<file path="src/rtl/botao_debounce.sv">
// botao_debounce: synchronise, debounce and strobe an active-low push-button.
module botao_debounce #(
  parameter int DEBOUNCE_CYCLES = 500000,
  parameter int REPEAT_DELAY = 25000000,
  parameter int REPEAT_PERIOD = 5000000,
  parameter int CNT_WIDTH = 32
) (
  input  logic clock,
  input  logic reset_n,
  input  logic botao,
  output logic pressed,
  output logic press_pulse,
  output logic release_pulse,
  output logic repeat_pulse
);
  localparam logic [1:0] RELEASED = 2'd0, PRESS_CONFIRM = 2'd1, HELD = 2'd2, RELEASE_CONFIRM = 2'd3;
  localparam logic [CNT_WIDTH-1:0] DEB = CNT_WIDTH'(DEBOUNCE_CYCLES);
  localparam logic [CNT_WIDTH-1:0] DLY = CNT_WIDTH'(REPEAT_DELAY);
  localparam logic [CNT_WIDTH-1:0] PER_LAST = CNT_WIDTH'(REPEAT_PERIOD - 1);
  localparam logic [CNT_WIDTH-1:0] ONE = CNT_WIDTH'(1);
  logic sync1_q, sync2_q, s, stay_held, armed, hold_hit, per_hit;
  logic [1:0] state_q, state_d;
  logic [CNT_WIDTH-1:0] db_q, db_d, hold_q, hold_d, per_q, per_d;
  logic pressed_d, press_d, release_d, repeat_d;
  always_comb begin
    s = ~sync2_q;
    stay_held = state_q == HELD && s;
    armed = stay_held && hold_q >= DLY;
    hold_d = stay_held ? (&hold_q ? hold_q : hold_q + ONE) : hold_q;
    hold_hit = stay_held && hold_q != DLY && hold_d == DLY;
    per_hit = armed && per_q == PER_LAST;
    per_d = hold_hit ? '0 : armed ? (per_hit ? '0 : per_q + ONE) : per_q;
    repeat_d = REPEAT_DELAY != 0 && (hold_hit || per_hit);
    state_d = state_q;
    db_d = db_q;
    press_d = 1'b0;
    release_d = 1'b0;
    case (state_q)
      RELEASED: if (s) begin
        state_d = PRESS_CONFIRM;
        db_d = ONE;
      end
      PRESS_CONFIRM: if (!s) begin
        state_d = RELEASED;
        db_d = '0;
      end else if (db_q == DEB) begin
        state_d = HELD;
        db_d = '0;
        press_d = 1'b1;
        hold_d = '0;
        per_d = '0;
      end else db_d = db_q + ONE;
      HELD: if (!s) begin
        state_d = RELEASE_CONFIRM;
        db_d = ONE;
      end
      default: if (s) begin
        state_d = HELD;
        db_d = '0;
      end else if (db_q == DEB) begin
        state_d = RELEASED;
        db_d = '0;
        release_d = 1'b1;
        hold_d = '0;
        per_d = '0;
      end else db_d = db_q + ONE;
    endcase
    pressed_d = state_d == HELD || state_d == RELEASE_CONFIRM;
  end
  always_ff @(posedge clock) begin
    if (!reset_n) begin
      sync1_q <= 1'b1;
      sync2_q <= 1'b1;
      state_q <= RELEASED;
      db_q <= '0;
      hold_q <= '0;
      per_q <= '0;
      pressed <= 1'b0;
      press_pulse <= 1'b0;
      release_pulse <= 1'b0;
      repeat_pulse <= 1'b0;
    end else begin
      sync1_q <= botao;
      sync2_q <= sync1_q;
      state_q <= state_d;
      db_q <= db_d;
      hold_q <= hold_d;
      per_q <= per_d;
      pressed <= pressed_d;
      press_pulse <= press_d;
      release_pulse <= release_d;
      repeat_pulse <= repeat_d;
    end
  end
endmodule

</file>
<file path="config.mk">
export PLATFORM = sky130hd
export DESIGN_NAME = botao_debounce
export DESIGN_NICKNAME = d
export VERILOG_FILES = /design/src/rtl/botao_debounce.sv
export SDC_FILE = /design/constraint.sdc
export NUM_CORES = 1
export LEC_CHECK = 0
export BUFFER_PORTS_ARGS = -buffer_cell sky130_fd_sc_hd__buf_2
export CAP_MARGIN = 10
export CORE_MARGIN = 5
export CORE_UTILIZATION = 65
export DETAILED_ROUTE_END_ITERATION = 10
export HOLD_SLACK_MARGIN = 0.1
export PLACE_DENSITY = 0.9
export RECOVER_POWER = 100
export SLEW_MARGIN = 20
export SYNTH_ARGS = -nofsm -noshare
export SYNTH_HDL_FRONTEND = slang
export SYNTH_SLANG_ARGS = --single-unit
</file>
<file path="constraint.sdc">
create_clock -name clock -period 9.4 [get_ports clock]
set_input_delay 0.47 -clock clock [delete_from_list [all_inputs] [get_ports clock]]
set_output_delay 0.47 -clock clock [all_outputs]
set_load 0.02 [all_outputs]
</file>
==> impl_metrics.json <==
{
  "dp_hpwl_mm": 9.52,
  "cts.reportedPaths.clkPinSlew_ns": 0.11,
  "drv_slew": 33,
  "pin_count": 7,
  "drive_above_1_share": 0.0773,
  "num_antenna_cells": 0,
  "cts_hold_buffers": 0,
  "crit_chain": "inv_1, ha_1, nand4b_1, a2111oi_0, a211oi_1, a2111oi_0, nand4_1, or4_1, o31ai_4, clkbuf_1, nor2_1",
  "ys_seq_area_frac": 0.360,
  "cts_max_level": 3,
  "cts_sinks": 104,
  "numCtsBuffers": 9,
  "wl_per_cell_um": 16.2,
  "route.detailed.drc": 0,
  "io_buffers": 6,
  "ys.warnings.count": 0,
  "synth.ff_latch_count": 104,
  "cts.path.max_buffers": 2,
  "r2r-end": "per_q[27]",
  "postCtsSetupRepairBufs": 0,
  "setup_viol": 0,
  "clock_latency_ns": 0.38,
  "synthCells": 701,
  "start_util": 0.666,
  "first_global_vias": 4666,
  "status": "finished, violations left",
  "via_per_inst": 6.24,
  "cpPeakStageDelay_ns": 1.36,
  "crit_top_cell": "a2111oi_0",
  "grt_pass1_wl_mm": 22.4,
  "synth_top_area_share": 0.360,
  "hold_depth": 2,
  "die_area_mm2": 0.0109,
  "rsz0062_at_grt": "false",
  "crit_type": "reg -> reg",
  "finalSetupTns_ns": 0,
  "final_nets": 706,
  "syn_area_per_cell_um2": 8.24,
  "finalCritPeriodShare": 0.504,
  "drv_cap": 1,
  "synth_cell_type_count": 67,
  "die_y_um": 104,
  "drt_pass1_iterations": 5,
  "reg2reg_from": "state_q[0]",
  "cp.arrival_ns": 4.94,
  "yosysMostFrequentCell": "nor2_1",
  "r2r_cells": 11,
  "violations": "max-capacitance violations, max-slew violations",
  "power.density_mw_per_mm2": 123,
  "cts.repair.resized": 0,
  "cts_root_buf": "clkbuf_8",
  "ant_nets": 0,
  "areaGrowthSynthToFinish_pct": 3.62,
  "grtUsageTotal": 0.243,
  "rrSetupSlack_ns": 4.66,
  "synth_commonest_cells": "113 x nor2_1, 104 x dfxtp_1, 57 x nand2_1, 48 x xor2_1, 36 x nand3_1",
  "drtIter0Drc": 423,
  "overflow": 0,
  "cp_max_fo": 32,
  "core_area_mm2": 0.00868,
  "cts_tree": "yes",
  "netlist_top_cells_area": "dfxtp_1 36%, nor2_1 7.3%, xor2_1 7.3%",
  "row_count": 34,
  "slew_headroom": -0.237,
  "ys_async_sr_fraction": 0,
  "final_cell_area_mm2": 0.00598,
  "synth_enable_flop_cells": 0,
  "startpoint_type": "register",
  "synthFlopType": "dfxtp_1",
  "dpl-instance-area_mm2": 0.00582,
  "gp_congestion": 1.03,
  "cpMaxStageDelayCell": "clkbuf_1",
  "period_minus_slack_ns": 4.74,
  "max_freq_ghz": 0.211,
  "totalWireLength_mm": 13.1,
  "die_x_um": 104,
  "worstMarginPinSlew_ns": 1.86,
  "yosysTopAreaCell": "dfxtp_1",
  "skew_ns": 0.0131,
  "synthesis.area_mm2": 0.00578,
  "end_kind": "register",
  "holdPathEnd": "sync1_q",
  "vias": 5039,
  "required_ns": 9.61,
  "ir_drop_mv": 0.104,
  "leakage_nw": 1.98,
  "grt_max_degree": 33,
  "hp-class": "in -> reg",
  "syn_nets": 713,
  "hold_violations": 0,
  "hold_start": "botao",
  "antenna_found_initial": 0
}
[routing by layer]
metal / routed length [um] / global-route usage / part of all wire
met2: 6060 / 0.383 / 0.46
met5: 0 / 0 / 0
met1: 5710 / 0.330 / 0.44
met4: 414 / 0.0842 / 0.032
met3: 915 / 0.0478 / 0.070
[final cells by class]
class	count	area, um^2
fillers	703	2690
clock inverters	6	57.6
flip-flops and latches	104	2080
multi-input cells	547	3460
well taps	108	135
repair buffers	8	31.3
inverters	24	90.1
clock buffers	10	128
[worst max-delay path, delay by kind of cell, from the launching register on]
| kind | cells | cell delay (ns) |
|---|---|---|
| buf+inv | 2 | 1.48 |
| compound gates | 4 | 1.31 |
| simple gates | 4 | 1.07 |
| flops | 1 | 0.37 |
| fa+ha+maj | 1 | 0.31 |
[cells by family (layout without fill, tap and decap cells)]
logic type / count (synthesis) / after routing / share of synthesized area
simple gates: 372 / 372 / 0.344
fa+ha+maj: 9 / 9 / 0.0195
xor+xnor: 81 / 81 / 0.123
compound gates: 82 / 82 / 0.107
mux: 3 / 3 / 0.00542
flops: 104 / 104 / 0.360
buf+inv: 50 / 48 / 0.0403
[stage by stage]
stage | setup WS [ns] | std cells | util | hold slack, ns | power, mW
detailed placement | 5.77 | 791 | 0.670 | 0.404 | 0.474
floorplan | 6.39 | 701 | - | 0.386 | 0.470
global route | 4.26 | 807 | 0.690 | 0.255 | 0.767
finish | 4.66 | 807 | 0.690 | 0.259 | 0.735
CTS | 5.74 | 807 | 0.692 | 0.253 | 0.742
global placement | 5.81 | 791 | 0.670 | 0.393 | 0.473
[how the worst max path moves through the flow]
stage / startpoint / to / slack [ns] / cells after the start
after global placement: hold_q[3] / per_q[22] / 5.81 / 9
final: state_q[0] / per_q[27] / 4.66 / 11
after detailed placement: hold_q[2] / per_q[27] / 5.77 / 9
after floorplan: state_q[0] / per_q[10] / 6.39 / 11
after global routing: state_q[0] / per_q[27] / 4.26 / 11
after CTS: state_q[0] / per_q[27] / 5.74 / 11
[cell usage in the layout (no fill, tap or decap), drive strengths merged, types with 5 or more instances in the layout]
cell type and n:
clkbuf 17, a21oi 18, nand2 58, inv 29, or4 11, and4 8, nor3b 7, o21ai 15
nand2b 5, and2 9, xor2 48, xnor2 33, a2111oi 5, nand3 38, nor4 22, nor3 19
o31ai 7, dfxtp 104, nor4b 8, nand4 31, nor2 131, ha 9, and3 11, o21a 9
[power breakdown]
part	total, mW	internal [mW]	switching, mW
combinational	0.0198	0.00429	0.0155
clock	0.272	0.104	0.169
sequential	0.443	0.441	0.00154
total	0.735	0.549	0.186
[registers in the layout, summed over array words and instances, names as in the netlist]
signal,flops
db_q,32
state_q,2
hold_q,32
per_q,32
release_pulse,1
pressed,1
press_pulse,1
sync1_q,1
sync2_q,1
repeat_pulse,1
No activity file was read; power rests on OpenSTA's default activity.
